`src/rtl/voice_scheduler_pkg.sv`:
```
// Shared types and default dimensions for the voice scheduler and its allocator.
package voice_scheduler_pkg;

   typedef enum logic [1:0] {
      ST_IDLE  = 2'd0,
      ST_SWEEP = 2'd1,
      ST_DRAIN = 2'd2,
      ST_MIX   = 2'd3
   } state_t;

   localparam int unsigned DEF_NUM_VOICES    = 8;
   localparam int unsigned DEF_LUT_ADDR_BITS = 12;
   localparam int unsigned DEF_SAMPLE_WIDTH  = 11;
   localparam int unsigned DEF_LUT_LATENCY   = 2;
   localparam int unsigned NOTE_ID_W         = 7;
   localparam int unsigned PHASE_W           = 32;

endpackage

```
`src/rtl/voice_allocator.sv`:
```
// Picks the voice for a note-on: active voice with the same id, else lowest free voice,
// else the voice under the steal pointer.
module voice_allocator
   import voice_scheduler_pkg::*;
#(
   parameter int unsigned NUM_VOICES = DEF_NUM_VOICES,
   localparam int unsigned VIDX_W    = $clog2(NUM_VOICES)
) (
   input  logic [NUM_VOICES-1:0]                i_active,
   input  logic [NUM_VOICES-1:0][NOTE_ID_W-1:0] i_ids,
   input  logic [NOTE_ID_W-1:0]                 i_note_id,
   input  logic [VIDX_W-1:0]                    i_steal_ptr,
   output logic [VIDX_W-1:0]                    o_sel,
   output logic                                 o_steal
);

   logic              w_match_hit;
   logic [VIDX_W-1:0] w_match_idx;
   logic              w_free_hit;
   logic [VIDX_W-1:0] w_free_idx;

   always_comb begin
      w_match_hit = 1'b0;
      w_match_idx = '0;
      w_free_hit  = 1'b0;
      w_free_idx  = '0;
      for (int unsigned i = 0; i < NUM_VOICES; i++) begin
         if (!w_match_hit && i_active[i] && (i_ids[i] == i_note_id)) begin
            w_match_hit = 1'b1;
            w_match_idx = VIDX_W'(i);
         end
         if (!w_free_hit && !i_active[i]) begin
            w_free_hit = 1'b1;
            w_free_idx = VIDX_W'(i);
         end
      end
   end

   always_comb begin
      o_steal = 1'b0;
      if (w_match_hit) begin
         o_sel = w_match_idx;
      end else if (w_free_hit) begin
         o_sel = w_free_idx;
      end else begin
         o_sel   = i_steal_ptr;
         o_steal = 1'b1;
      end
   end

endmodule

```
`src/rtl/voice_scheduler.sv`:
```
// Polyphonic voice scheduler: one sine LUT shared across voices in a per-frame sweep,
// summed into an accumulator and scaled down by the voice count.
module voice_scheduler
   import voice_scheduler_pkg::*;
#(
   parameter int unsigned NUM_VOICES    = DEF_NUM_VOICES,
   parameter int unsigned LUT_ADDR_BITS = DEF_LUT_ADDR_BITS,
   parameter int unsigned SAMPLE_WIDTH  = DEF_SAMPLE_WIDTH,
   parameter int unsigned LUT_LATENCY   = DEF_LUT_LATENCY
) (
   input  logic                           clk_in,
   input  logic                           rst_in,
   input  logic                           sample_tick_in,
   input  logic                           note_on_valid_in,
   output logic                           note_on_ready_out,
   input  logic [NOTE_ID_W-1:0]           note_id_in,
   input  logic [PHASE_W-1:0]             note_incr_in,
   input  logic                           note_off_valid_in,
   input  logic [NOTE_ID_W-1:0]           note_off_id_in,
   output logic [LUT_ADDR_BITS-1:0]       lut_addr_out,
   input  logic signed [SAMPLE_WIDTH-1:0] lut_data_in,
   output logic signed [SAMPLE_WIDTH-1:0] audio_out,
   output logic                           audio_valid_out,
   output logic [NUM_VOICES-1:0]          active_voices_out,
   output logic                           overrun_out
);

   localparam int unsigned VIDX_W     = $clog2(NUM_VOICES);
   localparam int unsigned ACC_W      = SAMPLE_WIDTH + VIDX_W;
   localparam int unsigned MAXV       = (NUM_VOICES > LUT_LATENCY) ? NUM_VOICES : LUT_LATENCY;
   localparam int unsigned CNT_W      = $clog2(MAXV);
   localparam int unsigned DRAIN_LAST = (LUT_LATENCY > 0) ? LUT_LATENCY - 1 : 0;

   state_t                                r_state;
   state_t                                w_state_nxt;
   logic [CNT_W-1:0]                      r_cnt;
   logic [CNT_W-1:0]                      w_cnt_nxt;
   logic                                  w_ready;
   logic                                  w_sweep;
   logic                                  w_mix_enter;

   logic [NUM_VOICES-1:0]                 r_active;
   logic [NUM_VOICES-1:0][NOTE_ID_W-1:0]  r_id;
   logic [NUM_VOICES-1:0][PHASE_W-1:0]    r_incr;
   logic [NUM_VOICES-1:0][PHASE_W-1:0]    r_phase;
   logic [VIDX_W-1:0]                     r_steal_ptr;

   logic signed [ACC_W-1:0]               r_acc;
   logic signed [ACC_W-1:0]               w_contrib;
   logic signed [ACC_W-1:0]               w_acc_sum;
   logic signed [SAMPLE_WIDTH-1:0]        r_audio;
   logic                                  r_valid;
   logic                                  r_overrun;

   logic [VIDX_W-1:0]                     w_vidx;
   logic                                  w_issue;
   logic                                  w_take;
   logic                                  w_on_fire;
   logic                                  w_off_fire;
   logic [NUM_VOICES-1:0]                 w_off_mask;
   logic [NUM_VOICES-1:0]                 w_active_post;
   logic [NUM_VOICES-1:0]                 w_active_nxt;
   logic [VIDX_W-1:0]                     w_sel;
   logic                                  w_steal;

   always_ff @(posedge clk_in) begin
      if (rst_in) begin
         r_state <= ST_IDLE;
         r_cnt   <= '0;
      end else begin
         r_state <= w_state_nxt;
         r_cnt   <= w_cnt_nxt;
      end
   end

   always_comb begin
      w_state_nxt = r_state;
      w_cnt_nxt   = r_cnt;
      w_ready     = 1'b0;
      w_sweep     = 1'b0;
      w_mix_enter = 1'b0;
      unique case (r_state)
         ST_IDLE: begin
            w_ready = 1'b1;
            if (sample_tick_in) begin
               w_state_nxt = ST_SWEEP;
               w_cnt_nxt   = '0;
            end
         end
         ST_SWEEP: begin
            w_sweep = 1'b1;
            if (r_cnt == CNT_W'(NUM_VOICES - 1)) begin
               w_cnt_nxt = '0;
               if (LUT_LATENCY == 0) begin
                  w_state_nxt = ST_MIX;
                  w_mix_enter = 1'b1;
               end else begin
                  w_state_nxt = ST_DRAIN;
               end
            end else begin
               w_cnt_nxt = r_cnt + CNT_W'(1);
            end
         end
         ST_DRAIN: begin
            if (r_cnt == CNT_W'(DRAIN_LAST)) begin
               w_cnt_nxt   = '0;
               w_state_nxt = ST_MIX;
               w_mix_enter = 1'b1;
            end else begin
               w_cnt_nxt = r_cnt + CNT_W'(1);
            end
         end
         ST_MIX: begin
            w_state_nxt = ST_IDLE;
         end
         default: begin
            w_state_nxt = ST_IDLE;
         end
      endcase
   end

   assign w_vidx  = r_cnt[VIDX_W-1:0];
   assign w_issue = w_sweep & r_active[w_vidx];

   assign lut_addr_out = w_sweep ? r_phase[w_vidx][PHASE_W-1 -: LUT_ADDR_BITS] : '0;

   // Active-at-issue flags travel alongside the LUT read so late data can be masked.
   generate
      if (LUT_LATENCY == 0) begin : g_nolat
         assign w_take = w_issue;
      end else begin : g_lat
         logic [LUT_LATENCY-1:0] r_pipe;
         always_ff @(posedge clk_in) begin
            if (rst_in) begin
               r_pipe <= '0;
            end else begin
               r_pipe[0] <= w_issue;
               for (int unsigned i = 1; i < LUT_LATENCY; i++) begin
                  r_pipe[i] <= r_pipe[i-1];
               end
            end
         end
         assign w_take = r_pipe[LUT_LATENCY-1];
      end
   endgenerate

   assign w_contrib = w_take ? {{VIDX_W{lut_data_in[SAMPLE_WIDTH-1]}}, lut_data_in} : '0;
   assign w_acc_sum = r_acc + w_contrib;

   // The last LUT word lands on the edge entering MIX, so the output is taken from the
   // running sum at that edge and is visible throughout the MIX cycle.
   always_ff @(posedge clk_in) begin
      if (rst_in) begin
         r_acc     <= '0;
         r_audio   <= '0;
         r_valid   <= 1'b0;
         r_overrun <= 1'b0;
      end else begin
         r_valid <= w_mix_enter;
         if (r_state == ST_MIX) begin
            r_acc <= '0;
         end else begin
            r_acc <= w_acc_sum;
         end
         if (w_mix_enter) begin
            r_audio <= SAMPLE_WIDTH'(w_acc_sum >>> VIDX_W);
         end
         if (sample_tick_in && (r_state != ST_IDLE)) begin
            r_overrun <= 1'b1;
         end
      end
   end

   assign w_on_fire  = w_ready & note_on_valid_in;
   assign w_off_fire = w_ready & note_off_valid_in;

   always_comb begin
      w_off_mask = '0;
      for (int unsigned i = 0; i < NUM_VOICES; i++) begin
         w_off_mask[i] = w_off_fire && (r_id[i] == note_off_id_in);
      end
   end

   assign w_active_post = r_active & ~w_off_mask;

   voice_allocator #(
      .NUM_VOICES (NUM_VOICES)
   ) u_alloc (
      .i_active    (w_active_post),
      .i_ids       (r_id),
      .i_note_id   (note_id_in),
      .i_steal_ptr (r_steal_ptr),
      .o_sel       (w_sel),
      .o_steal     (w_steal)
   );

   always_comb begin
      w_active_nxt = w_active_post;
      if (w_on_fire) begin
         w_active_nxt[w_sel] = 1'b1;
      end
   end

   always_ff @(posedge clk_in) begin
      if (rst_in) begin
         r_active    <= '0;
         r_id        <= '0;
         r_incr      <= '0;
         r_phase     <= '0;
         r_steal_ptr <= '0;
      end else begin
         r_active <= w_active_nxt;
         if (w_issue) begin
            r_phase[w_vidx] <= r_phase[w_vidx] + r_incr[w_vidx];
         end
         if (w_on_fire) begin
            r_id[w_sel]    <= note_id_in;
            r_incr[w_sel]  <= note_incr_in;
            r_phase[w_sel] <= '0;
            if (w_steal) begin
               r_steal_ptr <= r_steal_ptr + VIDX_W'(1);
            end
         end
      end
   end

   assign note_on_ready_out = w_ready;
   assign audio_out         = r_audio;
   assign audio_valid_out   = r_valid;
   assign active_voices_out = r_active;
   assign overrun_out       = r_overrun;

endmodule

```
`config.mk`:
```
export PLATFORM = sky130hd
export DESIGN_NAME = voice_scheduler
export DESIGN_NICKNAME = d
export VERILOG_FILES = /design/src/rtl/voice_scheduler_pkg.sv /design/src/rtl/voice_allocator.sv /design/src/rtl/voice_scheduler.sv
export SDC_FILE = /design/constraint.sdc
export NUM_CORES = 1
export LEC_CHECK = 0
export ABC_CLOCK_PERIOD_IN_PS = 5090
export BUFFER_PORTS_ARGS = -buffer_cell sky130_fd_sc_hd__buf_2
export CAP_MARGIN = 10
export CORE_MARGIN = 8
export CORE_UTILIZATION = 60
export DETAILED_ROUTE_END_ITERATION = 12
export PLACE_DENSITY = 0.77
export SLEW_MARGIN = 25
export SYNTH_ARGS = -nofsm -noshare
export SYNTH_HDL_FRONTEND = slang
export SYNTH_SLANG_ARGS = --single-unit
export TNS_END_PERCENT = 20
```
`constraint.sdc`:
```
create_clock -name clk_in -period 5.09 [get_ports clk_in]
set_input_delay 0.509 -clock clk_in [delete_from_list [all_inputs] [get_ports clk_in]]
set_output_delay 0.509 -clock clk_in [all_outputs]
set_load 0.02 [all_outputs]
```
==> flow_metrics.env, run 1 <==
export IMPL_status="completed"
export IMPL_cts_root_buf="clkbuf_16"
export IMPL_cts_buffer_depth=3
export IMPL_holdPathEnd="overrun_out"
export IMPL_routedWlPerCell_um=22.2
export IMPL_drt_iter0_drc=2828
export IMPL_num_nets_final=3372
export IMPL_hpwl_um=53100
export IMPL_fin_cells=3909
export IMPL_p_comb_frac=0.153
export IMPL_fin_crit_ns=4.85
export IMPL_cts_buffers_inserted=60
export IMPL_die_area_um2=54200
export IMPL_crit_fanout=12
export IMPL_critPathLaunch="r_cnt[2]"
export IMPL_h_tree_depth=2
export IMPL_routed_via_density=6.35
export IMPL_drc_errors=0
export IMPL_regToRegEndpoint="r_phase[93]"
export IMPL_cap_violations=0
export IMPL_cp_start_kind="flop"
export IMPL_port_buffers=95
export IMPL_drive_gt1_frac=0.0978
export IMPL_grt_use_total=0.308
export IMPL_final_hold_viol_count=0
export IMPL_grt_start_max_net_pins=242
export IMPL_final_common_cell="dfxtp_1"
export IMPL_r2r_setup_slack_ns=0.24
export IMPL_tightest_slew_ns=1.14
export IMPL_critPathMostFrequentCell="a21oi_1"
export IMPL_min_path_type="input port to flop"
export IMPL_final_cell_mix="611 x dfxtp_1, 573 x nor2_1, 345 x nand2_1, 331 x mux2i_1, 268 x a21oi_1"
export IMPL_netlist_area_leader_share=0.435
export IMPL_syn_nets=3413
export IMPL_p_leak_nw=12.8
export IMPL_synth_area_leaders="dfxtp_1 43%, mux2i_1 12%, nor2_1 7.7%, a22oi_1 6.9%, a21oi_1 4.8%"
export IMPL_synth_cell_types=65
export IMPL_dpl_cell_count=3793
export IMPL_whs_path_depth=3
export IMPL_syn_to_final_growth_pct=11.2
export IMPL_avgSynthCellArea_um2=8.57
export IMPL_fin_tns_setup_ns=0
export IMPL_end_kind="flop"
export IMPL_drt_first_pass_iters=6
export IMPL_p_total_mw=11.4
export IMPL_synthFlopType="dfxtp_1"
export IMPL_max_slew_margin=0.241
export IMPL_min_period_over_period=0.953
export IMPL_yosys_warnings=0
export IMPL_rows=79
export IMPL_setup_violations_final=0
export IMPL_internal_power_mw=8.13
export IMPL_cp_slowest_cell="dfxtp_1"
export IMPL_cp_cell_sequence="nand2_1, nor2_4, buf_4, a22oi_1, nand4_1, ha_1, o21ai_0, a21oi_1, a211oi_1, a21oi_1, o2111ai_1, nand3_1, a31oi_1, xnor2_1, nand2_1, a21oi_1"
export IMPL_die_y_um=233
export IMPL_grt_pass1_vias=24293
export IMPL_peakVddDrop_mv=0.291
export IMPL_antenna_found_initial=3
export IMPL_hold_start="sample_tick_in"
export IMPL_synthCells=3294
export IMPL_initial_utilization=0.607
export IMPL_path_clk_slew_ns=0.07
export IMPL_grt_first_pass_wirelength_um=134000
export IMPL_synth_area_um2=28200
export IMPL_p_clk_frac=0.405
export IMPL_wirelength_um=86700
export IMPL_path_class="flop to flop"
export IMPL_synth_seq_cells=613
export IMPL_critPathRequiredTime_ns=5.64
export IMPL_max_freq_mhz=206
export IMPL_worstRegToRegCells=16
export IMPL_vias=24838
export IMPL_io_pins=96
export IMPL_fin_hold_ws_ns=0.113
export IMPL_pwr_share_seq=0.441
export IMPL_crit_arrival_ns=5.40
export IMPL_overflow=0
export IMPL_clk_latency_ns=0.65
export IMPL_power_density_nw_per_um2=362
export IMPL_antenna_left=0
export IMPL_core_area_um2=46500
export IMPL_finalClockSkew_ns=0.0291
export IMPL_synth_edf_count=0
export IMPL_die_width_um=233
export IMPL_clock_sinks=613
export IMPL_switchingPower_mw=3.24
export IMPL_drv_slew=0
export IMPL_synthArstFlopShare=0
export IMPL_cts_tree="yes"
export IMPL_swShare=0.285
export IMPL_yosysTopAreaCell="dfxtp_1"
export IMPL_r2r_start="r_cnt[2]"
export IMPL_gp_congestion=0.955
export IMPL_fill_cells=3664
export IMPL_ys_seq_area_frac=0.435
export IMPL_max_stage_delay_ns=0.63
## power groups by stage
stage	Sequential [mW]	Combinational [mW]	Clock, mW
2_1_floorplan	5.10	1.15	0
3_3_place_gp	5.11	1.65	0
3_5_place_dp	5.12	1.69	0
4_1_cts	5.01	1.70	4.63
5_1_grt	5.03	1.84	4.84
6_report	5.02	1.74	4.61
## synthesized netlist by cell type, types with 4 or more instances
master / n
and4_1: 4
a22oi_1: 258
dfxtp_1: 613
a21boi_0: 4
xnor2_1: 104
and2_1: 31
o21ai_0: 26
xor2_1: 46
or2_2: 4
buf_2: 54
nor4_1: 12
a21oi_1: 268
inv_1: 27
a31oi_1: 19
o211ai_1: 4
a211oi_1: 26
ha_1: 55
nor2b_1: 8
nand3_1: 30
a21o_1: 14
mux2i_1: 331
nand3b_1: 4
and3_1: 7
buf_1: 20
nor2_1: 576
nand2b_1: 12
clkbuf_1: 201
buf_4: 11
o21a_1: 6
nand4_1: 82
o21ai_1: 9
nand2_1: 345
nor3_1: 19
or3_1: 13
## sequential cells by signal (all words and copies together), names as in the netlist, 2 cells and up
signal,cells
active_voices_out,8
r_phase,256
r_id,56
audio_out,11
r_state,2
r_steal_ptr,3
r_cnt,3
g_lat.r_pipe,2
r_incr,256
r_acc,14
## metrics by stage
stage | util | setup slack, ns | cell area (um2)
2_1_floorplan | - | 0.465 | 28200
3_3_place_gp | 0.629 | 0.315 | 29200
3_5_place_dp | 0.629 | 0.156 | 29200
4_1_cts | 0.673 | 0.0650 | 31300
5_1_grt | 0.675 | -0.0306 | 31400
6_report | 0.675 | 0.241 | 31400
## worst max-delay path by stage
stage / to / slack [ns] / cells past startpoint
floorplan: r_phase[152] / 0.47 / 19
global placement: r_phase[30] / 0.32 / 16
detailed placement: r_phase[94] / 0.16 / 16
CTS: r_phase[94] / 0.06 / 16
global route: r_phase[93] / -0.03 / 16
finish: r_phase[93] / 0.24 / 16
## final cells by class
class,count,area (um2),area share
Tap cell,607,759,0.0242
Multi-Input combinational cell,2368,14800,0.472
Inverter,27,101,0.00323
Timing Repair Buffer,183,1380,0.0441
Clock inverter,27,342,0.0109
Clock buffer,83,1710,0.0545
Sequential cell,613,12300,0.391
Antenna cell,1,2.50,0.0000798
## timing repair
item	in CTS	in global routing
gates resized for setup	0	4
setup endpoints to repair	0	64
setup buffers	0	5
hold buffers	0	0
## worst max-delay path, delay by kind of cell (launching register included)
family | cells | cell delay (ns)
AOI/OAI and AO/OA | 8 | 2.07
xor gates and xnor gates | 1 | 0.36
adders and majority gates | 1 | 0.31
buffers and inverters | 1 | 0.26
DFF | 1 | 0.63
and+or+nand+nor | 5 | 1.11
## per-layer routing
metal	track usage	vias to the layer above	routed length, um
met5	0	-	41
met1	0.386	11780	33800
met3	0.0524	338	8330
met2	0.500	1390	39700
met4	0.170	6	4830
li1	-	11324	-
## logic make-up (layout without fill, tap and decap cells)
group | count (synthesis) | after routing | share of synthesized area
AND/OR/NAND/NOR | 1155 | 1155 | 0.173
other | 0 | 1 | 0
XOR/XNOR | 150 | 150 | 0.0466
flip-flops | 613 | 613 | 0.435
AO/OA/AOI/OAI | 673 | 673 | 0.155
multiplexers | 333 | 333 | 0.119
adder cells (fa/ha/maj) | 57 | 57 | 0.0258
buffers and inverters | 313 | 320 | 0.0455
Note: power is estimated with default switching activity, not from simulation.
==> run 2, diff against run 1 <==
--- a/config.mk
+++ b/config.mk
@@ -7,11 +7,12 @@
 export LEC_CHECK = 0
 export ABC_CLOCK_PERIOD_IN_PS = 5090
 export BUFFER_PORTS_ARGS = -buffer_cell sky130_fd_sc_hd__buf_2
-export CAP_MARGIN = 10
+export CELL_PAD_IN_SITES_DETAIL_PLACEMENT = 1
+export CELL_PAD_IN_SITES_GLOBAL_PLACEMENT = 2
 export CORE_MARGIN = 8
-export CORE_UTILIZATION = 60
+export CORE_UTILIZATION = 39
 export DETAILED_ROUTE_END_ITERATION = 12
-export PLACE_DENSITY = 0.77
+export PLACE_DENSITY_LB_ADDON = 0.1
 export SLEW_MARGIN = 25
 export SYNTH_ARGS = -nofsm -noshare
 export SYNTH_HDL_FRONTEND = slang
==> flow_metrics.env, run 2 (synthesis gave the netlist of run 1 again) <==
export IMPL_status="completed"
export IMPL_holdBufCountCts=0
export IMPL_path_class="flop to flop"
export IMPL_end_kind="flop"
export IMPL_vias=24599
export IMPL_switchingPower_mw=3.53
export IMPL_clk_latency_ns=0.62
export IMPL_drv_slew=0
export IMPL_gp_congestion=0.841
export IMPL_max_slew_margin=0.264
export IMPL_antenna_left=0
export IMPL_power_density_nw_per_um2=372
export IMPL_routedWlPerCell_um=24.6
export IMPL_grt_use_total=0.251
export IMPL_final_cell_mix="612 x dfxtp_1, 573 x nor2_1, 337 x nand2_1, 331 x mux2i_1, 268 x a21oi_1"
export IMPL_tightest_slew_ns=1.10
export IMPL_wirelength_um=105000
export IMPL_hpwl_um=64600
export IMPL_crit_fanout=18
export IMPL_drc_errors=0
export IMPL_cts_buffers_inserted=72
export IMPL_internal_power_mw=8.41
export IMPL_cts_root_buf="clkbuf_16"
export IMPL_fill_cells=8306
export IMPL_drt_iter0_drc=1404
export IMPL_drt_first_pass_iters=5
export IMPL_routed_via_density=5.76
export IMPL_max_freq_mhz=216
export IMPL_pwr_share_seq=0.420
export IMPL_overflow=0
export IMPL_setup_violations_final=0
export IMPL_die_area_um2=81200
export IMPL_cts_tree="yes"
export IMPL_critPathRequiredTime_ns=5.54
export IMPL_num_nets_final=3384
export IMPL_clock_sinks=613
export IMPL_cts_buffer_depth=3
export IMPL_min_period_over_period=0.908
export IMPL_post_cts_buffers=0
export IMPL_final_common_cell="dfxtp_1"
export IMPL_fin_crit_ns=4.62
export IMPL_grt_start_max_net_pins=201
export IMPL_final_hold_viol_count=0
export IMPL_drive_gt1_frac=0.102
export IMPL_grt_pass1_vias=26054
export IMPL_p_clk_frac=0.422
export IMPL_fin_tns_setup_ns=0
export IMPL_rsz0062_at_grt="no"
export IMPL_cp_start_kind="flop"
export IMPL_cap_violations=0
export IMPL_antenna_found_initial=4
export IMPL_initial_utilization=0.394
export IMPL_port_buffers=95
export IMPL_grt_first_pass_wirelength_um=161000
export IMPL_die_width_um=285
export IMPL_p_leak_nw=12.9
export IMPL_h_tree_depth=3
export IMPL_core_area_um2=71600
export IMPL_crit_arrival_ns=5.07
export IMPL_swShare=0.296
export IMPL_path_clk_slew_ns=0.06
export IMPL_p_comb_frac=0.158
export IMPL_fin_hold_ws_ns=0.168
export IMPL_syn_to_final_growth_pct=13.6
export IMPL_rows=98
export IMPL_min_path_type="input port to flop"
export IMPL_p_total_mw=11.9
export IMPL_peakVddDrop_mv=0.335
export IMPL_finalClockSkew_ns=0.0244
export IMPL_io_pins=96
export IMPL_die_y_um=285
export IMPL_reg_top3="r_incr: 256 flops, r_phase: 256 flops, r_id: 56 flops"
[run 2: layout make-up]
class / instances / area, um2 / share of cell area
clock inverter: 17 / 200 / 0.00624
sequential: 613 / 12300 / 0.383
timing repair buffer: 183 / 1410 / 0.0439
multi-input combinational: 2368 / 14800 / 0.463
antenna: 3 / 7.51 / 0.000234
inverter: 27 / 101 / 0.00316
tap: 950 / 1190 / 0.0371
clock buffer: 107 / 2050 / 0.0640
[run 2: through the flow]
| stage | worst slack (ns) | util | std cells | cell area, um2 |
|---|---|---|---|---|
| 2_1_floorplan | 0.465 | - | 3294 | 28200 |
| 3_3_place_gp | 0.454 | 0.416 | 4141 | 29800 |
| 3_5_place_dp | 0.348 | 0.416 | 4141 | 29800 |
| 4_1_cts | 0.261 | 0.447 | 4265 | 32000 |
| 5_1_grt | 0.119 | 0.448 | 4266 | 32100 |
| 6_report | 0.471 | 0.448 | 4268 | 32100 |
[run 2: layer usage]
metal,up-vias,share of wire,global-route usage
met5,-,0.00019,0
met4,2,0.032,0.0881
met3,203,0.044,0.0325
met2,573,0.48,0.432
met1,12459,0.44,0.321
li1,11362,-,-
[run 2: critical path, cell delays in order, from the launching register on]
cell and delay, ns:
dfxtp_1 0.36, inv_1 0.13, ha_1 0.24, and2_1 0.42
nand4_1 0.14, o21ai_0 0.60, o22ai_1 0.24, nor2b_1 0.25
nand2_1 0.11, o211ai_1 0.48, nand3_4 0.48, nand2b_2 0.65
buf_12 0.28, a211oi_1 0.07
[run 2: path summary, 6_finish.rpt]
kind                                     start           end  slack (ns)  cells after the start
worst min-delay path            sample_tick_in   overrun_out        0.17                      3
worst max register to register      r_state[0]  r_phase[162]        0.47                     13
worst max-delay path                r_state[0]  r_phase[162]        0.47                     13
worst min register to register    r_phase[238]  r_phase[238]        0.45                      2
[run 2: power groups by stage]
stage	logic [mW]	clock network [mW]	registers, mW
4_1_cts	1.90	5.14	5.01
5_1_grt	2.02	5.35	5.03
2_1_floorplan	1.15	0	5.10
3_3_place_gp	1.85	0	5.11
3_5_place_dp	1.89	0	5.12
6_report	1.89	5.03	5.02
[run 2: repair_timing]
item                                    in CTS  in global routing
gates resized for setup                      0                  2
endpoints found under the hold margin        0                  0
endpoints found under the setup margin       0                 22
